File: config.mk
export PLATFORM = sky130hd
export DESIGN_NAME = sig_mult_seq_flat
export DESIGN_NICKNAME = d
export VERILOG_FILES = /design/src/rtl/sig_mult_seq_if.sv /design/src/rtl/sig_mult_seq.sv /design/src/flat_wrapper.sv
export SDC_FILE = /design/constraint.sdc
export NUM_CORES = 1
export LEC_CHECK = 0
export BUFFER_PORTS_ARGS = -buffer_cell sky130_fd_sc_hd__clkbuf_2
export CORE_MARGIN = 2
export CORE_UTILIZATION = 63
export DETAILED_ROUTE_END_ITERATION = 10
export PLACE_DENSITY = 0.82
export SETUP_SLACK_MARGIN = 0.2
export SLEW_MARGIN = 15
export SYNTH_ARGS = -nofsm -noshare
export SYNTH_HDL_FRONTEND = slang
export SYNTH_SLANG_ARGS = --single-unit
File: constraint.sdc
create_clock -name clk -period 5.1 [get_ports clk]
set_input_delay 0.765 -clock clk [delete_from_list [all_inputs] [get_ports clk]]
set_output_delay 0.765 -clock clk [all_outputs]
set_load 0.03 [all_outputs]
File: src/rtl/sig_mult_seq_if.sv
// Operand/result handshake bundle for the iterative significand multiplier.
// master drives operands and result acceptance; slave is the multiplier.
interface sig_mult_seq_if #(
  parameter int unsigned sig_width = 23
);
  localparam int unsigned W = sig_width + 1;

  logic         in_valid;
  logic         in_ready;
  logic [W-1:0] a;
  logic [W-1:0] b;
  logic         out_valid;
  logic         out_ready;
  logic [W-1:0] product;
  logic         norm_inc;
  logic         guard_bit;
  logic         round_bit;
  logic         sticky_bit;

  modport master (
    output in_valid, a, b, out_ready,
    input  in_ready, out_valid, product, norm_inc, guard_bit, round_bit, sticky_bit
  );

  modport slave (
    input  in_valid, a, b, out_ready,
    output in_ready, out_valid, product, norm_inc, guard_bit, round_bit, sticky_bit
  );
endinterface

File: src/rtl/sig_mult_seq.sv
// Iterative radix-4 Booth significand multiplier: one digit per cycle into a
// carry-save accumulator, one carry-propagate add, then normalize + G/R/S.
module sig_mult_seq #(
  parameter int unsigned sig_width = 23
) (
  input  logic          clk,
  input  logic          resetn,
  input  logic          enable,
  sig_mult_seq_if.slave bus
);
  localparam int unsigned W  = sig_width + 1;
  localparam int unsigned N  = (sig_width + 3) / 2;
  localparam int unsigned PW = 2 * W;
  localparam int unsigned BW = 2 * N + 1;
  localparam int unsigned MW = W + 2;
  localparam int unsigned CW = $clog2(N);

  typedef enum logic [1:0] {S_IDLE, S_ITER, S_RESOLVE, S_HOLD} state_t;

  state_t          state_q;
  logic [CW-1:0]   cnt_q;
  logic [W-1:0]    mcand_q;
  logic [BW-1:0]   mplier_q;
  logic [PW-1:0]   sum_q;
  logic [PW-1:0]   carry_q;
  logic [N-1:0]    neg_q;
  logic            in_ready_q;
  logic            out_valid_q;
  logic [W-1:0]    product_q;
  logic            norm_inc_q;
  logic            guard_q;
  logic            round_q;
  logic            sticky_q;

  logic [2:0]      trip;
  logic            neg_c;
  logic            two_c;
  logic            zero_c;
  logic [MW-1:0]   mag;
  logic [MW-1:0]   ppf;
  logic [PW-1:0]   pp_sh;
  logic [PW-1:0]   sum_n;
  logic [PW-1:0]   carry_n;
  logic [PW-1:0]   neg_full;
  logic [PW-1:0]   prod_full;
  logic [W-1:0]    res_prod;
  logic            res_g;
  logic            res_r;
  logic            res_s;

  // Multiplier register shifts right by two per digit, so the current triplet is always at [2:0].
  assign trip = mplier_q[2:0];

  // Radix-4 Booth recode into sign / x2 / zero controls.
  always_comb begin
    neg_c  = 1'b0;
    two_c  = 1'b0;
    zero_c = 1'b0;
    case (trip)
      3'b000, 3'b111: zero_c = 1'b1;
      3'b001, 3'b010: zero_c = 1'b0;
      3'b011:         two_c  = 1'b1;
      3'b100: begin
        neg_c = 1'b1;
        two_c = 1'b1;
      end
      3'b101, 3'b110: neg_c  = 1'b1;
      default:        zero_c = 1'b1;
    endcase
  end

  // Ones-complement partial product; the +1 for negative digits is kept in neg_q
  // and folded into the final add at weight 4^k.
  assign mag   = zero_c ? '0 : (two_c ? {1'b0, mcand_q, 1'b0} : {2'b00, mcand_q});
  assign ppf   = neg_c ? ~mag : mag;
  assign pp_sh = {{(PW - MW){ppf[MW-1]}}, ppf} << {cnt_q, 1'b0};

  // 3:2 compressor; all arithmetic is modulo 2^PW, which is exact because P < 2^PW.
  assign sum_n   = sum_q ^ carry_q ^ pp_sh;
  assign carry_n = {(sum_q[PW-2:0] & carry_q[PW-2:0]) |
                    (sum_q[PW-2:0] & pp_sh[PW-2:0])   |
                    (carry_q[PW-2:0] & pp_sh[PW-2:0]), 1'b0};

  always_comb begin
    neg_full = '0;
    for (int k = 0; k < int'(N); k++) begin
      neg_full[2*k] = neg_q[k];
    end
  end

  assign prod_full = sum_q + carry_q + neg_full;

  // Normalize to a hidden-bit MSB and pick guard/round/sticky below it.
  always_comb begin
    if (prod_full[PW-1]) begin
      res_prod = prod_full[PW-1:W];
      res_g    = prod_full[W-1];
      res_r    = prod_full[W-2];
      res_s    = |prod_full[W-3:0];
    end else begin
      res_prod = prod_full[PW-2:W-1];
      res_g    = prod_full[W-2];
      res_r    = prod_full[W-3];
      res_s    = |prod_full[W-4:0];
    end
  end

  always_ff @(posedge clk or negedge resetn) begin
    if (!resetn) begin
      state_q     <= S_IDLE;
      cnt_q       <= '0;
      mcand_q     <= '0;
      mplier_q    <= '0;
      sum_q       <= '0;
      carry_q     <= '0;
      neg_q       <= '0;
      in_ready_q  <= 1'b1;
      out_valid_q <= 1'b0;
      product_q   <= '0;
      norm_inc_q  <= 1'b0;
      guard_q     <= 1'b0;
      round_q     <= 1'b0;
      sticky_q    <= 1'b0;
    end else if (enable) begin
      case (state_q)
        S_IDLE: begin
          if (bus.in_valid) begin
            mcand_q    <= bus.a;
            mplier_q   <= BW'({bus.b, 1'b0});
            sum_q      <= '0;
            carry_q    <= '0;
            neg_q      <= '0;
            cnt_q      <= '0;
            in_ready_q <= 1'b0;
            state_q    <= S_ITER;
          end
        end
        S_ITER: begin
          sum_q    <= sum_n;
          carry_q  <= carry_n;
          neg_q    <= {neg_c, neg_q[N-1:1]};
          mplier_q <= mplier_q >> 2;
          if (cnt_q == CW'(N - 1)) begin
            state_q <= S_RESOLVE;
          end else begin
            cnt_q <= cnt_q + CW'(1);
          end
        end
        S_RESOLVE: begin
          product_q   <= res_prod;
          norm_inc_q  <= prod_full[PW-1];
          guard_q     <= res_g;
          round_q     <= res_r;
          sticky_q    <= res_s;
          out_valid_q <= 1'b1;
          state_q     <= S_HOLD;
        end
        S_HOLD: begin
          if (bus.out_ready) begin
            out_valid_q <= 1'b0;
            in_ready_q  <= 1'b1;
            state_q     <= S_IDLE;
          end
        end
        default: state_q <= S_IDLE;
      endcase
    end
  end

  assign bus.in_ready   = in_ready_q;
  assign bus.out_valid  = out_valid_q;
  assign bus.product    = product_q;
  assign bus.norm_inc   = norm_inc_q;
  assign bus.guard_bit  = guard_q;
  assign bus.round_bit  = round_q;
  assign bus.sticky_bit = sticky_q;
endmodule

File: src/flat_wrapper.sv
// flat-port wrapper written by rule: the top's interface ports become plain ports
module sig_mult_seq_flat 
#(
  parameter int unsigned sig_width = 23
)
  (clk, resetn, enable, bus_in_valid, bus_a, bus_b, bus_out_ready, bus_in_ready, bus_out_valid, bus_product, bus_norm_inc, bus_guard_bit, bus_round_bit, bus_sticky_bit);
  sig_mult_seq_if #(.sig_width(sig_width)) bus_i ();
  input  logic clk;
  input  logic resetn;
  input  logic enable;
  input wire logic [$bits(bus_i.in_valid)-1:0] bus_in_valid;
  input wire logic [$bits(bus_i.a)-1:0] bus_a;
  input wire logic [$bits(bus_i.b)-1:0] bus_b;
  input wire logic [$bits(bus_i.out_ready)-1:0] bus_out_ready;
  output wire logic [$bits(bus_i.in_ready)-1:0] bus_in_ready;
  output wire logic [$bits(bus_i.out_valid)-1:0] bus_out_valid;
  output wire logic [$bits(bus_i.product)-1:0] bus_product;
  output wire logic [$bits(bus_i.norm_inc)-1:0] bus_norm_inc;
  output wire logic [$bits(bus_i.guard_bit)-1:0] bus_guard_bit;
  output wire logic [$bits(bus_i.round_bit)-1:0] bus_round_bit;
  output wire logic [$bits(bus_i.sticky_bit)-1:0] bus_sticky_bit;
  assign bus_i.in_valid = bus_in_valid;
  assign bus_i.a = bus_a;
  assign bus_i.b = bus_b;
  assign bus_i.out_ready = bus_out_ready;
  assign bus_in_ready = bus_i.in_ready;
  assign bus_out_valid = bus_i.out_valid;
  assign bus_product = bus_i.product;
  assign bus_norm_inc = bus_i.norm_inc;
  assign bus_guard_bit = bus_i.guard_bit;
  assign bus_round_bit = bus_i.round_bit;
  assign bus_sticky_bit = bus_i.sticky_bit;
  sig_mult_seq #(.sig_width(sig_width)) u_core (.clk(clk), .resetn(resetn), .enable(enable), .bus(bus_i));
endmodule
==> impl_summary.txt, run 1 <==
----------------------------------------------------
[Status]
  Status ... finished, final reports clean

[Timing]
  Slew @ Worst Pin ... 1.03 ns
  Final setup TNS ... 0 ns
  Clock Skew ... 0.0163 ns
  Final critical-path share of the clock period ... 0.865
  Final hold vios ... 0
  Final critical path time including I/O delays and setup ... 4.41 ns
  Max_slew headroom ... 0.313
  Setup repair after global routing missed its margin ... no
  Max Slew Vio Count ... 0
  FMAX ... 0.227 GHz
  Worst hold slack ... 0.398 ns
  Setup-violating endpoint count in the final report ... 0

[Clock network]
  H-tree Lvls ... 4
  Clock tree root buffer cell ... sky130_fd_sc_hd__clkbuf_16
  Number of hold buffers added after cts ... 0
  Clock tree from TritonCTS ... done
  Worst-path clk slew ... 0.09 ns
  Buffers inserted by post-CTS timing repair ... 0
  Clk buf depth ... 2
  TritonCTS Buffers ... 17
  Resized cells post-CTS ... 0
  Insertion delay to the later sink of the worst-skew pair ... 0.45 ns
  Number of sinks handled by clock tree synthesis ... 193

[Global routing]
  Sum of overflow across all layers after global routing ... 0
  Pin count of the biggest net entering global routing ... 119
  Global-route usage over all layers ... 0.312
  Via count of the first global-routing pass ... 11.5k
  Antenna violations before repair ... 0
  First-pass GRT wire length ... 59300 microns

[Drt]
  Routed length per placed instance ... 18.9 microns
  DRT Wirelength ... 35900 microns
  Remaining antenna violation count after routing ... 0
  Number of violations reported at the end of detailed-routing iteration 0 ... 895
  Routed via count divided by cell count ... 6.26
  Post-route DRC ... 0
  Drt pass-1 iters ... 6
  Vias ... 11.9k

[Die]
  Placeable core region ... 21900 sq um
  Overall die width ... 154 microns
  Number of top-level pins ... 83
  Starting Density ... 0.644
  Overall die height ... 154 microns
  Standard-cell rows ... 54
  Die area ... 23600 sq um

[Critical path]
  Worst-path maximum fanout ... 24
  Endpoint class of the critical path ... flop
  Data required time at the worst endpoint ... 5.44 ns
  Critical Path AT ... 4.75 ns
  Category of the most critical setup path ... flop to flop
  Startpoint type of the worst setup path ... flop

[Synthesis]
  Cell count after synthesis ... 1601
  EDFF count, synth ... 0
  Async set-or-reset flop fraction in the synthesized netlist ... 1.00
  Flops & latches, synth ... 193
  Post-synth cell types ... 66
  Yosys synthesis warning count ... 0
  Synthesized Nets ... 1801
  Main synth FF type ... sky130_fd_sc_hd__dfrtp_1
  Synth Area per Inst ... 8.81 sq um
  Proportion of synthesized chip area in sequential cells ... 0.343
  Synth Cell Area ... 14100 sq um

[Finish]
  Leading cell type in the layout, fill and taps excluded ... sky130_fd_sc_hd__nand2_1
  Utilization of the core after routing ... 0.697
  Diode insertion count for antenna repair ... 0
  Leading cell types in the layout, fill and taps excluded ... 253 x sky130_fd_sc_hd__nand2_1, 192 x sky130_fd_sc_hd__dfrtp_1, 145 x sky130_fd_sc_hd__nor2_1, 114 x sky130_fd_sc_hd__a21oi_1, 87 x sky130_fd_sc_hd__ha_1
  Fraction of final layout cells with drive strength greater than 1 ... 0.113
  Layout-stage area growth over the synthesis result ... 8.13%
  NumNets Final ... 1811

[Placement]
  Port Buf Inserts ... 82
  Detail Placement HPWL ... 26600 microns
  Final weighted congestion of routability-driven global placement ... 0.981

[Job]
  Maxcap violations ... 0

[Power]
  Pwr dens ... 763 nW/um^2
  LEAKAGE ... 7.02 nW
  Max VDD drop ... 0.000543 V
  Power after layout ... 11.6 mW

[Hold path]
  Min-Delay Path Class ... input port to async pin

----------------------------------------------------
==> final timing paths <==
check | start | end | slack (ns) | cells past startpoint
min | resetn | u_core.state_q[0] | 0.40 | 1
min in group clk | u_core.bus.norm_inc | u_core.bus.norm_inc | 0.49 | 1
max reg2reg | u_core.neg_q[3] | u_core.bus.product[16] | 0.69 | 12
min reg2reg | u_core.bus.norm_inc | u_core.bus.norm_inc | 0.49 | 1
max in group asynchronous | resetn | u_core.carry_q[7] | 3.68 | 2
max | u_core.neg_q[3] | u_core.bus.product[16] | 0.69 | 12
==> state kept, by name (all words and copies together), names as in the netlist, 2 cells and up <==
register and cells:
u_core.bus.product 24, u_core.carry_q 47, u_core.cnt_q 4, u_core.mcand_q 24, u_core.mplier_q 25, u_core.neg_q 13
u_core.state_q 2, u_core.sum_q 48
==> stage by stage <==
stage / cells / worst slack [ns] / instance area [sq um]
floorplan: 1601 / 1.34 / 14100
global placement: 1872 / 0.824 / 14600
detailed placement: 1872 / 0.747 / 14600
CTS: 1904 / 0.722 / 15200
global route: 1904 / 0.372 / 15200
finish: 1904 / 0.690 / 15200
==> critical path, cell delays in order (launching register included) <==
cell and delay [ns]:
sky130_fd_sc_hd__dfrtp_1 0.42, sky130_fd_sc_hd__fa_1 0.49, sky130_fd_sc_hd__ha_1 0.42, sky130_fd_sc_hd__o211ai_1 0.15
sky130_fd_sc_hd__o211ai_1 0.32, sky130_fd_sc_hd__a41oi_2 0.23, sky130_fd_sc_hd__o31ai_4 0.31, sky130_fd_sc_hd__a221oi_4 0.14
sky130_fd_sc_hd__o21ai_2 0.27, sky130_fd_sc_hd__a211oi_4 0.13, sky130_fd_sc_hd__xnor2_2 0.81, sky130_fd_sc_hd__nor2_1 0.23
sky130_fd_sc_hd__a221o_1 0.38
==> Yosys cell counts, types with 3 or more instances <==
master,number,area (sq um)
sky130_fd_sc_hd__nand2_1,254,953
sky130_fd_sc_hd__dfrtp_1,192,4800
sky130_fd_sc_hd__nor2_1,145,544
sky130_fd_sc_hd__a21oi_1,114,571
sky130_fd_sc_hd__clkbuf_1,91,342
sky130_fd_sc_hd__ha_1,88,1100
sky130_fd_sc_hd__inv_1,82,308
sky130_fd_sc_hd__o31ai_1,69,518
sky130_fd_sc_hd__nand3_1,68,340
sky130_fd_sc_hd__o21ai_0,64,320
sky130_fd_sc_hd__fa_1,59,1180
sky130_fd_sc_hd__xor2_1,45,394
sky130_fd_sc_hd__mux2_2,39,439
sky130_fd_sc_hd__mux2i_1,28,280
sky130_fd_sc_hd__xnor2_1,23,201
sky130_fd_sc_hd__o32ai_1,22,193
sky130_fd_sc_hd__nor3_1,20,100
sky130_fd_sc_hd__a31oi_1,19,119
sky130_fd_sc_hd__a221oi_1,18,158
sky130_fd_sc_hd__a21o_1,15,113
sky130_fd_sc_hd__a221o_1,14,140
sky130_fd_sc_hd__and3_1,10,62.6
sky130_fd_sc_hd__buf_1,10,37.5
sky130_fd_sc_hd__nand4_1,10,62.6
sky130_fd_sc_hd__nor4_1,7,43.8
sky130_fd_sc_hd__o211ai_1,7,52.6
sky130_fd_sc_hd__o21bai_1,7,52.6
sky130_fd_sc_hd__nor2b_1,6,37.5
sky130_fd_sc_hd__o22a_1,6,52.6
sky130_fd_sc_hd__or3_1,6,37.5
sky130_fd_sc_hd__and2_1,5,31.3
sky130_fd_sc_hd__nand2b_1,5,31.3
sky130_fd_sc_hd__o21ai_1,4,20.0
sky130_fd_sc_hd__a22oi_1,3,22.5
sky130_fd_sc_hd__o21a_1,3,22.5
sky130_fd_sc_hd__o22ai_1,3,18.8
==> power by group <==
group | switching [mW] | total (mW) | internal, mW
sequential | 0.647 | 2.82 | 2.17
clock | 0.732 | 1.41 | 0.681
combinational | 4.80 | 7.40 | 2.61
total | 6.17 | 11.6 | 5.46
==> cells by family after synthesis <==
family / share of synthesized area
AND/OR/NAND/NOR: 0.164
AO/OA/AOI/OAI: 0.187
flip-flops: 0.343
buffers and inverters: 0.0510
adder cells (fa/ha/maj): 0.162
XOR/XNOR: 0.0434
multiplexers: 0.0510
==> area by class of cell <==
cell class                 instances  area, sq um
clock buffer                      17          425
clock inverter                    15          201
fill                            1766         6640
inverter                          84          315
multi-input combinational       1219         8580
sequential                       193         4830
tap                              280          350
timing repair buffer              96          549
==> layer usage <==
metal	GRT usage	vias to the layer above	wire length, microns
li1	-	5654	-
met1	0.413	5768	15100
met2	0.518	417	17400
met3	0.0479	77	1970
met4	0.128	0	1390
met5	0	-	0
No activity file was read; power rests on OpenSTA's default activity.
==> run 2: changes to the inputs <==
Settings changed: RECOVER_POWER from default to 100, REMOVE_ABC_BUFFERS from default to 1.
==> run 2 against run 1 <==
- the run now ends with capacitance limit, slew limit left
- non-clock buffer count increased by 2
- final area shrank 0.69%
- via count shrank 0.58%
- power decreased by 2.2%
- global-route usage decreased by 2.3 points
- critical endpoint is now u_core.bus.product[2]
- combinational power shrank 2.7%
- critical path type unchanged
- hold slack gained 0.087 ns
- sequential power is 1% lower
- first-iteration DRC count increased by 34%
- routed wire length fell by 6.8%
==> impl_summary.txt, run 2 (synthesis gave the netlist of run 1 again) <==
----------------------------------------------------
[Finish]
  Register containing the most flip-flops in the final layout ... u_core.sum_q
  Fraction of final layout cells with drive strength greater than 1 ... 0.0867
  Diode insertion count for antenna repair ... 0
  Flip-flop count of the largest register, all copies and words added ... 48
  Number of fill cells ... 1772
  Leading cell type in the layout, fill and taps excluded ... sky130_fd_sc_hd__nand2_1
  Leading cell types in the layout, fill and taps excluded ... 254 x sky130_fd_sc_hd__nand2_1, 192 x sky130_fd_sc_hd__dfrtp_1, 145 x sky130_fd_sc_hd__nor2_1, 114 x sky130_fd_sc_hd__a21oi_1, 87 x sky130_fd_sc_hd__ha_1
  Largest registers ranked by flip-flop count ... u_core.sum_q: 48 flops, u_core.carry_q: 47 flops, u_core.mplier_q: 25 flops
  Layout-stage area growth over the synthesis result ... 7.38%
  Final non-filler cell area ... 15100 sq um
  NumNets Final ... 1813

[Global routing]
  First-pass GRT wire length ... 56200 microns
  Sum of overflow across all layers after global routing ... 0
  Global-route usage over all layers ... 0.289
  GR met1 Demand/Resource ... 0.407
  Via count of the first global-routing pass ... 11.3k
  Antenna violations before repair ... 0
  Routing layer with the top usage in global route ... met2
  Pin count of the biggest net entering global routing ... 159
  Met3 capacity usage during global routing ... 0.0443
  Met2 demand-to-capacity share in global routing ... 0.468

[Clock network]
  Insertion delay to the later sink of the worst-skew pair ... 0.44 ns
  Number of sinks handled by clock tree synthesis ... 193
  Clk buf depth ... 2
  Resized cells post-CTS ... 0
  Worst-path clk slew ... 0.08 ns
  Clock tree root buffer cell ... sky130_fd_sc_hd__clkbuf_16
  TritonCTS Buffers ... 17
  Clock tree from TritonCTS ... done
  Buffers inserted by post-CTS timing repair ... 0
  H-tree Lvls ... 4
  Number of hold buffers added after cts ... 0

[Die]
  Overall die height ... 154 microns
  Number of top-level pins ... 83
  Starting Density ... 0.644
  Standard-cell rows ... 54
  Die area ... 23600 sq um
  Placeable core region ... 21900 sq um
  Overall die width ... 154 microns

[Drt]
  DRT Wirelength ... 33500 microns
  Drt pass-1 iters ... 5
  Vias ... 11.8k
  Routed length per placed instance ... 17.6 microns
  Post-route DRC ... 0
  Routed via count divided by cell count ... 6.22
  Number of violations reported at the end of detailed-routing iteration 0 ... 1203
  Remaining antenna violation count after routing ... 0

[Timing]
  Final critical path time including I/O delays and setup ... 4.60 ns
  Final hold vios ... 0
  Clock Skew ... 0.0123 ns
  Setup repair after global routing missed its margin ... no
  Final critical-path share of the clock period ... 0.901
  Max_slew headroom ... -0.821
  Slew @ Worst Pin ... 2.73 ns
  Final setup TNS ... 0 ns
  FMAX ... 0.218 GHz
  Final worst-path setup slack ... 0.505 ns
  Max Slew Vio Count ... 201
  Setup-violating endpoint count in the final report ... 0

[Power]
  Max VDD drop ... 0.000358 V
  Power after layout ... 11.4 mW
  LEAKAGE ... 6.90 nW
  Pwr dens ... 751 nW/um^2

[Critical path]
  Critical Path AT ... 4.91 ns
  End of the worst register-to-register path ... u_core.bus.product[2]
  Worst reg2reg path depth ... 14
  Startpoint type of the worst setup path ... flop
  Worst reg2reg path startpoint ... u_core.carry_q[1]
  Launch point of the critical path ... u_core.carry_q[1]
  Destination of the critical timing path ... u_core.bus.product[2]
  FF-to-FF setup slack ... 0.50 ns
  Data required time at the worst endpoint ... 5.42 ns
  Endpoint class of the critical path ... flop
  Worst-path maximum fanout ... 12
  Category of the most critical setup path ... flop to flop

[Placement]
  Detail Placement HPWL ... 23800 microns
  Final weighted congestion of routability-driven global placement ... 0.963
  Total placed instance area ... 14600 sq um
  Port Buf Inserts ... 82
  Worst setup slack after placement ... 0.669 ns

[Hold path]
  Min-Delay Path Class ... flop to flop

[Status]
  Violations in the final reports ... capacitance limit, slew limit
  Status ... complete, but fails checks

[Job]
  Maxcap violations ... 4

----------------------------------------------------
run 2: cell types whose count changed in the layout (fill, tap and decap cells not counted), moves of 2 or more:
cell,previous run,this run
sky130_fd_sc_hd__clkbuf_1,0,34
sky130_fd_sc_hd__clkbuf_2,81,54
sky130_fd_sc_hd__mux2_1,0,7
sky130_fd_sc_hd__mux2_2,39,32
sky130_fd_sc_hd__clkinv_8,5,1
sky130_fd_sc_hd__buf_4,12,9
sky130_fd_sc_hd__inv_12,3,0
sky130_fd_sc_hd__inv_6,1,3
run 2: worst min-delay path by stage:
stage                          from                    end  slack, ns  cells after the start
global route        u_core.neg_q[0]        u_core.neg_q[0]       0.53                      2
detailed placement  u_core.neg_q[0]        u_core.neg_q[0]       0.47                      2
CTS                          resetn  u_core.bus.sticky_bit       0.48                      1
global placement    u_core.neg_q[0]        u_core.neg_q[0]       0.46                      2
floorplan           u_core.neg_q[0]        u_core.neg_q[0]       0.45                      2
finish              u_core.neg_q[0]        u_core.neg_q[0]       0.49                      2
run 2: power by group:
group          total [mW]  switching (mW)  internal [mW]
logic                7.20            4.64           2.56
registers            2.78           0.613           2.17
clock network        1.39           0.672          0.715
run 2: per-stage QoR:
| step | hold WS [ns] | utilization | instances |
|---|---|---|---|
| detailed placement | 0.469 | 0.668 | 1874 |
| finish | 0.485 | 0.692 | 1906 |
| CTS | 0.479 | 0.696 | 1906 |
| global route | 0.528 | 0.692 | 1906 |
| floorplan | 0.445 | - | 1496 |
| global placement | 0.461 | 0.668 | 1874 |
run 2: worst max-delay path: stages (launching register included):
cell and delay [ns]:
sky130_fd_sc_hd__dfrtp_1 0.42, sky130_fd_sc_hd__ha_1 0.31, sky130_fd_sc_hd__ha_1 0.22, sky130_fd_sc_hd__fa_1 0.50, sky130_fd_sc_hd__a211oi_2 0.24, sky130_fd_sc_hd__o211ai_1 0.20, sky130_fd_sc_hd__a41oi_1 0.47, sky130_fd_sc_hd__o31ai_4 0.13
sky130_fd_sc_hd__a221oi_4 0.42, sky130_fd_sc_hd__o21ai_2 0.16, sky130_fd_sc_hd__a211oi_4 0.33, sky130_fd_sc_hd__xor2_2 0.46, sky130_fd_sc_hd__buf_4 0.27, sky130_fd_sc_hd__nor2_1 0.06, sky130_fd_sc_hd__a221o_1 0.26
run 2: final cells by class:
type | instances | area [sq um] | area share
tap | 280 | 350 | 0.0231
clock buffer | 18 | 439 | 0.0290
timing repair buffer | 98 | 485 | 0.0321
multi-input combinational | 1219 | 8560 | 0.565
sequential | 193 | 4830 | 0.319
inverter | 84 | 315 | 0.0208
clock inverter | 14 | 163 | 0.0107
run 2: per-layer routing:
layer / routed length [microns] / vias up
met1: 15000 / 5750
met5: 0 / -
met4: 834 / 0
met2: 15900 / 373
met3: 1720 / 69
li1: - / 5655
==> run 3: changes to the inputs <==
Settings changed: PLACE_DENSITY 0.82 to default, PLACE_DENSITY_LB_ADDON from default to 0.3, SLEW_MARGIN 15 to 20.
==> run 3 against run 2 <==
- the flow still finishes with violations (capacitance limit, slew limit)
- clock skew about the same
- global-route usage decreased by 0.43 points
- flip-flop and latch count stayed put
- power down 0.38%
- first-iteration DRC count fell by 29%
- sequential power up 1%
- via count down 0.33%
- hold slack worse by 0.0017 ns
- routed wire length hardly changed
- fmax decreased by 1.1%
- highest routed layer unchanged
==> impl_summary.txt, run 3 (synthesis gave the netlist of run 1 again) <==
----------------------------------------------------
[Status]
  Status ... complete, but fails checks
  Violations in the final reports ... capacitance limit, slew limit

[Clock network]
  H-tree Lvls ... 4
  Resized cells post-CTS ... 0
  Clock tree root buffer cell ... sky130_fd_sc_hd__clkbuf_16
  Number of hold buffers added after cts ... 0
  Worst-path clk slew ... 0.07 ns
  Clk buf depth ... 2
  Insertion delay to the later sink of the worst-skew pair ... 0.44 ns
  Clock tree from TritonCTS ... done
  TritonCTS Buffers ... 17
  Buffers inserted by post-CTS timing repair ... 0
  Number of sinks handled by clock tree synthesis ... 193

[Finish]
  Final non-filler cell area ... 15100 sq um
  NumNets Final ... 1812
  Leading cell type in the layout, fill and taps excluded ... sky130_fd_sc_hd__nand2_1
  Layout-stage area growth over the synthesis result ... 7.00%
  Fraction of final layout cells with drive strength greater than 1 ... 0.0874
  Largest registers ranked by flip-flop count ... u_core.sum_q: 48 flops, u_core.carry_q: 47 flops, u_core.mplier_q: 25 flops
  Register containing the most flip-flops in the final layout ... u_core.sum_q
  Diode insertion count for antenna repair ... 0
  Leading cell types in the layout, fill and taps excluded ... 254 x sky130_fd_sc_hd__nand2_1, 192 x sky130_fd_sc_hd__dfrtp_1, 145 x sky130_fd_sc_hd__nor2_1, 114 x sky130_fd_sc_hd__a21oi_1, 87 x sky130_fd_sc_hd__ha_1
  Flip-flop count of the largest register, all copies and words added ... 48

[Critical path]
  End of the worst register-to-register path ... u_core.bus.product[2]
  Endpoint class of the critical path ... flop
  Worst reg2reg path startpoint ... u_core.carry_q[1]
  Biggest cell delay along the critical path ... 0.50 ns
  Launch point of the critical path ... u_core.carry_q[1]
  Destination of the critical timing path ... u_core.bus.product[2]
  Critical Path AT ... 4.97 ns
  Data required time at the worst endpoint ... 5.42 ns
  Cells along the critical path ... ha_1, ha_1, fa_1, a211oi_1, o211ai_1, a41oi_1, o31ai_4, a221oi_4, o21ai_2, a211oi_4, xor2_2, buf_4, nor2_1, a221o_1
  Worst-path maximum fanout ... 12
  Startpoint type of the worst setup path ... flop
  FF-to-FF setup slack ... 0.45 ns
  Standard cell with the maximum stage delay on the critical path ... sky130_fd_sc_hd__a41oi_1
  Category of the most critical setup path ... flop to flop
  Library cell appearing most often on the critical path ... sky130_fd_sc_hd__ha_1
  Worst reg2reg path depth ... 14

[Hold path]
  Min-Delay Path Class ... flop to flop

[Timing]
  Max Slew Vio Count ... 287
  Clock Skew ... 0.0127 ns
  Final critical-path share of the clock period ... 0.911
  Setup repair after global routing missed its margin ... no
  Setup-violating endpoint count in the final report ... 0
  FMAX ... 0.215 GHz
  Final hold vios ... 0
  Slew @ Worst Pin ... 3.44 ns
  Final critical path time including I/O delays and setup ... 4.65 ns
  Max_slew headroom ... -1.30
  Worst hold slack ... 0.483 ns
  Final setup TNS ... 0 ns

[Global routing]
  Met2 demand-to-capacity share in global routing ... 0.452
  Via count of the first global-routing pass ... 11.3k
  First-pass GRT wire length ... 55400 microns
  Sum of overflow across all layers after global routing ... 0
  Routing layer with the top usage in global route ... met2
  Met3 capacity usage during global routing ... 0.0552
  GR met1 Demand/Resource ... 0.394
  Global-route usage over all layers ... 0.285
  Pin count of the biggest net entering global routing ... 116
  Antenna violations before repair ... 0

[Job]
  Maxcap violations ... 4

[Power]
  Pwr dens ... 751 nW/um^2
  Sequential Power Share ... 0.249
  LEAKAGE ... 6.86 nW
  Internal power contribution ... 5.45 mW
  Clock network fraction of total power ... 0.117
  Max VDD drop ... 0.000421 V
  Fraction of power consumed by combinational cells ... 0.635
  Power after layout ... 11.3 mW
  Net Sw Power ... 5.88 mW
  Sw Share ... 0.519

[Drt]
  Number of violations reported at the end of detailed-routing iteration 0 ... 854
  Drt pass-1 iters ... 5
  Post-route DRC ... 0
  Routed via count divided by cell count ... 6.20
  DRT Wirelength ... 33400 microns
  Vias ... 11.8k
  Routed length per placed instance ... 17.5 microns
  Remaining antenna violation count after routing ... 0

[Die]
  Number of top-level pins ... 83
  Overall die height ... 154 microns
  Starting Density ... 0.644
  Standard-cell rows ... 54
  Placeable core region ... 21900 sq um
  Overall die width ... 154 microns
  Die area ... 23600 sq um

[Placement]
  Detail Placement HPWL ... 24200 microns
  Port Buf Inserts ... 82
  Total placed instance area ... 14600 sq um
  Final weighted congestion of routability-driven global placement ... 0.947

----------------------------------------------------
[run 3: cell count changes in the layout (fill, tap and decap cells not counted), sizes merged]
cell / previous run / this run
clkinvlp: 1 / 4
clkinv: 6 / 5
clkbuf: 106 / 107
buf: 10 / 9
inv: 90 / 87
[run 3: worst min-delay path by stage]
| stage | cells past startpoint | startpoint | endpoint | slack, ns |
|---|---|---|---|---|
| 6_report | 1 | u_core.bus.norm_inc | u_core.bus.norm_inc | 0.48 |
| 5_1_grt | 1 | u_core.bus.norm_inc | u_core.bus.norm_inc | 0.51 |
| 4_1_cts | 1 | u_core.bus.norm_inc | u_core.bus.norm_inc | 0.49 |
| 3_5_place_dp | 1 | u_core.bus.norm_inc | u_core.bus.norm_inc | 0.47 |
| 3_3_place_gp | 2 | u_core.neg_q[0] | u_core.neg_q[0] | 0.46 |
| 2_1_floorplan | 2 | u_core.neg_q[0] | u_core.neg_q[0] | 0.45 |
[run 3: power by group through the flow]
stage	registers [mW]	clock network, mW	logic, mW
floorplan	2.95	0	4.90
finish	2.82	1.32	7.19
detailed placement	2.83	0	7.06
CTS	2.81	1.34	7.15
global placement	2.79	0	6.86
global route	2.92	1.40	7.99
[run 3: per-stage QoR]
| stage | util | setup WS (ns) | instances |
|---|---|---|---|
| 2_1_floorplan | - | -2.65 | 1496 |
| 3_3_place_gp | 0.668 | 0.762 | 1873 |
| 3_5_place_dp | 0.668 | 0.601 | 1873 |
| 4_1_cts | 0.694 | 0.575 | 1905 |
| 5_1_grt | 0.689 | 0.174 | 1905 |
| 6_report | 0.689 | 0.455 | 1905 |
[run 3: layout make-up]
cell class / count / area (sq um)
fill: 1728 / 6800
inverter: 84 / 315
clock buffer: 19 / 443
tap: 280 / 350
clock inverter: 13 / 125
sequential: 193 / 4830
multi-input combinational: 1219 / 8550
timing repair buffer: 97 / 475
[run 3: worst max-delay path, delay by kind of cell (launching register included)]
family                   cells  cell delay (ns)
AO/OA/AOI/OAI                8             2.31
XOR/XNOR                     1             0.46
adder cells (fa/ha/maj)      3             1.01
buffers and inverters        1             0.27
flip-flops                   1             0.41
AND/OR/NAND/NOR              1             0.07
[run 3: per-layer routing]
metal,vias to the layer above,share of wire,wire (microns)
met2,364,0.47,15700
li1,5666,-,-
met5,-,0,0
met3,61,0.061,2040
met4,0,0.031,1020
met1,5717,0.44,14700
